File: src/rtl/pulp_clock_gating.sv
// Clock-gating cell: enable is latched while clk_i is low so the gated clock never chops a high phase.
// test_en_i bypasses the latch so DFT can force the clock through combinationally.
module pulp_clock_gating (
    input  logic clk_i,
    input  logic en_i,
    input  logic test_en_i,
    output logic clk_o
);

    logic r_en_lat;

    always_latch begin
        if (!clk_i) r_en_lat <= en_i;
    end

    assign clk_o = clk_i & (r_en_lat | test_en_i);

endmodule

File: src/rtl/pulp_clock_mux2.sv
// Cell-based two-input clock mux; select changes must be aligned by the caller to avoid runts.
module pulp_clock_mux2 (
    input  logic clk0_i,
    input  logic clk1_i,
    input  logic clk_sel_i,
    output logic clk_o
);

    assign clk_o = clk_sel_i ? clk1_i : clk0_i;

endmodule

File: src/rtl/clk_div_prog.sv
// Programmable integer clock divider with a period-boundary ratio update handshake.
// Ratio 0/1 and testmode route clk_i through the gated clock-mux path.
module clk_div_prog #(
    parameter int unsigned DIV_W       = 8,
    parameter int unsigned DEFAULT_DIV = 2
) (
    input  logic             clk_i,
    input  logic             rstn_i,
    input  logic             en_i,
    input  logic             testmode_i,
    input  logic [DIV_W-1:0] div_i,
    input  logic             div_valid_i,
    output logic             div_ack_o,
    output logic             clk_o
);

    localparam logic [DIV_W-1:0] DEF_DIV = DIV_W'(DEFAULT_DIV);
    localparam logic             DEF_BYP = (DEFAULT_DIV <= 1);

    logic [DIV_W-1:0] r_div;
    logic [DIV_W-1:0] r_cnt;
    logic             r_clk_div;
    logic             r_bypass;
    logic             r_run;
    logic             r_ack;

    logic [DIV_W-1:0] w_cnt_inc;
    logic [DIV_W-1:0] w_div_nxt;
    logic             w_boundary;
    logic             w_gated_clk;
    logic             w_sel;

    assign w_cnt_inc  = r_cnt + DIV_W'(1);
    assign w_boundary = r_bypass | ~r_run | (w_cnt_inc == r_div);
    assign w_div_nxt  = div_valid_i ? div_i : r_div;

    // Every ratio, enable and mode change lands only on a period boundary.
    always_ff @(posedge clk_i or negedge rstn_i) begin
        if (!rstn_i) begin
            r_div     <= DEF_DIV;
            r_cnt     <= '0;
            r_clk_div <= 1'b0;
            r_bypass  <= DEF_BYP;
            r_run     <= 1'b0;
            r_ack     <= 1'b0;
        end else if (w_boundary) begin
            r_run     <= en_i;
            r_cnt     <= '0;
            r_ack     <= div_valid_i;
            r_clk_div <= en_i & (w_div_nxt >= DIV_W'(2));
            if (div_valid_i) begin
                r_div    <= div_i;
                r_bypass <= (div_i <= DIV_W'(1));
            end
        end else begin
            r_cnt     <= w_cnt_inc;
            r_ack     <= 1'b0;
            r_clk_div <= (w_cnt_inc < (r_div >> 1));
        end
    end

    assign div_ack_o = r_ack;
    assign w_sel     = r_bypass | testmode_i;

    pulp_clock_gating u_icg (
        .clk_i     (clk_i),
        .en_i      (r_run),
        .test_en_i (testmode_i),
        .clk_o     (w_gated_clk)
    );

    pulp_clock_mux2 u_clk_mux (
        .clk0_i    (r_clk_div),
        .clk1_i    (w_gated_clk),
        .clk_sel_i (w_sel),
        .clk_o     (clk_o)
    );

    // A requester must hold valid and ratio steady until the boundary captures them.
    a_req_stable: assert property (@(posedge clk_i) disable iff (!rstn_i)
        (div_valid_i && !w_boundary) |=> (div_valid_i && $stable(div_i)));

endmodule
File: config.mk
export PLATFORM = sky130hd
export DESIGN_NAME = clk_div_prog
export DESIGN_NICKNAME = d
export VERILOG_FILES = /design/src/rtl/pulp_clock_gating.sv /design/src/rtl/pulp_clock_mux2.sv /design/src/rtl/clk_div_prog.sv
export SDC_FILE = /design/constraint.sdc
export NUM_CORES = 1
export LEC_CHECK = 0
export CORE_ASPECT_RATIO = 1.1
export CORE_UTILIZATION = 40
export DETAILED_ROUTE_END_ITERATION = 10
export RECOVER_POWER = 25
export SLEW_MARGIN = 30
export SYNTH_ARGS = -nofsm -noshare
export SYNTH_HDL_FRONTEND = slang
export SYNTH_SLANG_ARGS = --single-unit
File: constraint.sdc
create_clock -name clk_i -period 2.8 [get_ports clk_i]
set_input_delay 0.42 -clock clk_i [delete_from_list [all_inputs] [get_ports clk_i]]
set_output_delay 0.42 -clock clk_i [all_outputs]
set_load 0.005 [all_outputs]
# Word-level counts from Yosys, hierarchy flattened
# Cells that the tools add are included.
# Widths: inputs -> output; s select.
# word_totals
register_bits	20
latchBits	1
inputBits	13
out_inout_bits	2
word_cells	26
# op_classes
add_sub_neg	1
magnitude_cmp	3
eq_ne	1
mux	6
bitwise_logic	7
reduce_logical	1
# op_table
operator	n
$mux 8	2
$add 8x1->8 const B	1
$eq 8x8->1	1
$ge 8x2->1 const B	1
$le 8x1->1 const B	1
$lt 8x7->1	1
$mux 1	4
$or 1x1->1	4
$and 1x1->1	2
$reduce_and 2->1	1
$not 1->1	1

# Logic depth before layout (Yosys ltp)
# depth
ltp_word	4
ltp_mapped	8
mapped_depth_nobuf	8

# By module
# Synthesis repeated with hierarchy kept, for this count alone.
# hier_totals
hier_cells	159
hier_area_um2	1451.4
# by_module_without_submodules
mod	n_inst	cells_each	area_per_inst_um2	seq_area_each_um2
clk_div_prog	1	156	1413.9	501.7
pulp_clock_gating	1	2	22.5	0.0
pulp_clock_mux2	1	1	15.0	0.0

==> summary.json <==
{
  "global_route": {
    "vias_in_the_first_global_route": 1090,
    "grt_pass1_wl_um": 4940,
    "initial_antenna_violation_count": 0,
    "maximum_number_of_pins_on_one_net_before_global_route_repair": 21,
    "gr-total-overflow": 0,
    "grt_usage_pct": 19.4
  },
  "hold_path": {
    "hp-class": "flop to latch"
  },
  "critical_path": {
    "critPathLaunchType": "latch",
    "cp-end-kind": "output pin",
    "critical_path_class": "latch to output pin",
    "timing.critical_path.arrival_ps": 2550,
    "worst-endpoint-required_ps": 2380,
    "critical_path.max_fanout": 1
  },
  "floorplanning": {
    "fp.dieH_um": 61.7,
    "placement_rows": 21,
    "num_io_pins": 15,
    "floorplan.die_area_um2": 3470,
    "initial_utilization_pct": 42.2,
    "fp.coreArea_um2": 3070,
    "dieWidth_um": 56.3
  },
  "yosys": {
    "ys_seq_elements": 21,
    "mappedNetlistArea_um2": 1300,
    "postSynthAreaPerCell_um2": 10.8,
    "yosysWarnings": 0,
    "synth_top_cells_by_count": "sky130_fd_sc_hd__dfrtp_1, sky130_fd_sc_hd__xnor2_1",
    "yosysMostFrequentCell": "sky130_fd_sc_hd__dfrtp_1",
    "post-synth-top-area-fraction_pct": 36.7,
    "number_of_enable_flip_flop_cells_after_synthesis": 0,
    "synthesis.instances": 120,
    "synth_top_area_cell": "sky130_fd_sc_hd__dfrtp_1",
    "synth_ff_type": "sky130_fd_sc_hd__dfrtp_1",
    "syn_nets": 140,
    "ys_types": 37,
    "synth.top_cells.by_area": "sky130_fd_sc_hd__dfrtp_1, sky130_fd_sc_hd__mux2_4, sky130_fd_sc_hd__ha_1",
    "asyncSetResetFlopFracSynth_pct": 95.2
  },
  "clock_network": {
    "hold_buffers": 0,
    "postCtsSetupBuffers": 0,
    "cts_tree": "done",
    "clk_pin_slew_ps": 110,
    "insertion_delay_ps": 420
  },
  "routing": {
    "detail_route.first_pass.iterations": 4,
    "wl_per_cell_um": 16.1,
    "via_per_inst": 5.56,
    "detailedRoute.firstIterationViolations": 5,
    "ant_nets": 0,
    "wl_um": 2850,
    "num_vias": 985,
    "drt_drc_violations_left": 0
  },
  "power_and_ir_drop": {
    "p_per_area_nw_per_um2": 750,
    "power.static_leakage_uw": 0.000696,
    "irDropWorstVdd_mv": 0.384,
    "post-layout-total-power_uw": 1150
  },
  "placement": {
    "dpl.hpwl_um": 2200,
    "placedInstanceArea_um2": 1500,
    "routabilityCongestion": 0.815,
    "port_buffers": 14
  },
  "timing": {
    "timing.final.setup_violations": 1,
    "timing_worst_slew_pin_value_ps": 1110,
    "unrepaired_setup_endpoints_after_global_routing": "yes",
    "report.final.slew_viol_count": 0,
    "fin_skew_ps": 16.6,
    "timing.final.ws_setup_ps": -172,
    "tightest_slew_margin_relative_to_the_limit_pct": 26.1,
    "timing.setup.tns_ps": -172,
    "final_hold_viol_count": 0
  },
  "final_layout": {
    "syn_to_final_growth_pct": 18.6,
    "count_of_nets_after_finishing": 164,
    "diodes": 0,
    "share_of_final_layout_standard_cells_stronger_than_drive_strength_1_pct": 15.4,
    "layout.filler_cells": 285,
    "seq_area_um2": 517,
    "final_area_um2": 1540,
    "multiInputGateArea_um2": 742
  },
  "run_status": {
    "failed_checks": "negative setup slack",
    "status": "complete, but fails checks"
  },
  "run": {
    "max_cap_violations": 0
  }
}
## per-stage QoR
stage	setup slack [ps]	std cells	util (%)	hold WS (ps)
2_1_floorplan	362	120	-	124
3_3_place_gp	-96.4	170	48.7	454
3_5_place_dp	-104	170	48.7	466
4_1_cts	-193	177	50.1	316
5_1_grt	-248	177	50.0	505
6_report	-172	177	50.0	501
## cells by family after synthesis
family	after synthesis	synth area share, %
AO/OA/AOI/OAI	20	13.0
latches	1	1.16
AND/OR/NAND/NOR	40	17.4
buffers and inverters	9	2.90
flip-flops	20	38.7
XOR/XNOR	15	11.2
multiplexers	8	8.88
adder cells (fa/ha/maj)	7	6.76
## final timing paths
check,start,end,slack [ps],cells past startpoint
max reg2reg,r_cnt[0],r_div[2],270,8
min,r_run,u_icg.r_en_lat,500,0
min reg2reg,r_run,u_icg.r_en_lat,500,0
max in group asynchronous,rstn_i,r_div[5],1420,2
min in group asynchronous,rstn_i,r_cnt[5],700,2
max,u_icg.r_en_lat,clk_o,-170,3
## worst max-delay path, stage by stage (launching register included)
cell and delay, ps:
sky130_fd_sc_hd__dlxtn_1 410, sky130_fd_sc_hd__a21o_1 100, sky130_fd_sc_hd__a22o_1 130, sky130_fd_sc_hd__buf_2 110
## flip-flops by register name, summed over array words and instances (netlist names)
| signal | cells |
|---|---|
| r_run | 1 |
| div_ack_o | 1 |
| r_bypass | 1 |
| r_div | 8 |
| r_cnt | 8 |
| r_clk_div | 1 |
| u_icg.r_en_lat | 1 |
## final cells by class
class | count | area share, %
repair buffers | 16 | 9.68
well taps | 34 | 2.77
clock buffers | 7 | 3.25
multi-input cells | 90 | 48.3
flip-flops and latches | 21 | 33.6
inverters | 8 | 2.12
clock inverters | 1 | 0.325
## metal layers
| metal | vias to the layer above | wire length [um] | GRT usage (%) |
|---|---|---|---|
| li1 | 483 | - | - |
| met1 | 480 | 1250 | 22.6 |
| met2 | 18 | 1490 | 34.7 |
| met3 | 4 | 70 | 3.93 |
| met4 | 0 | 34 | 10.1 |
| met5 | - | 0 | 0 |
## power by group
group / internal [uW] / switching [uW]
sequential: 355 / 77.6
combinational: 237 / 253
clock: 111 / 120
total: 702 / 451
## what timing repair did
item	4_1_cts	5_1_grt
gates resized for setup	4	0
pin swaps	2	0
endpoints found under the setup margin	1	1
## layout by cell type (no fill, tap or decap), types with 5 or more instances in the layout
master / Yosys / routed
sky130_fd_sc_hd__xor2_1: 6 / 6
sky130_fd_sc_hd__nand3_1: 6 / 6
sky130_fd_sc_hd__nand2_1: 5 / 5
sky130_fd_sc_hd__ha_1: 7 / 7
sky130_fd_sc_hd__xnor2_1: 8 / 8
sky130_fd_sc_hd__and2_1: 7 / 7
sky130_fd_sc_hd__dfrtp_1: 19 / 19
sky130_fd_sc_hd__inv_1: 7 / 7
sky130_fd_sc_hd__clkbuf_4: 0 / 6
sky130_fd_sc_hd__clkdlybuf4s50_1: 0 / 12
sky130_fd_sc_hd__mux2_4: 7 / 7
sky130_fd_sc_hd__nor2_1: 6 / 6
Power figures use the tool's default switching activity.
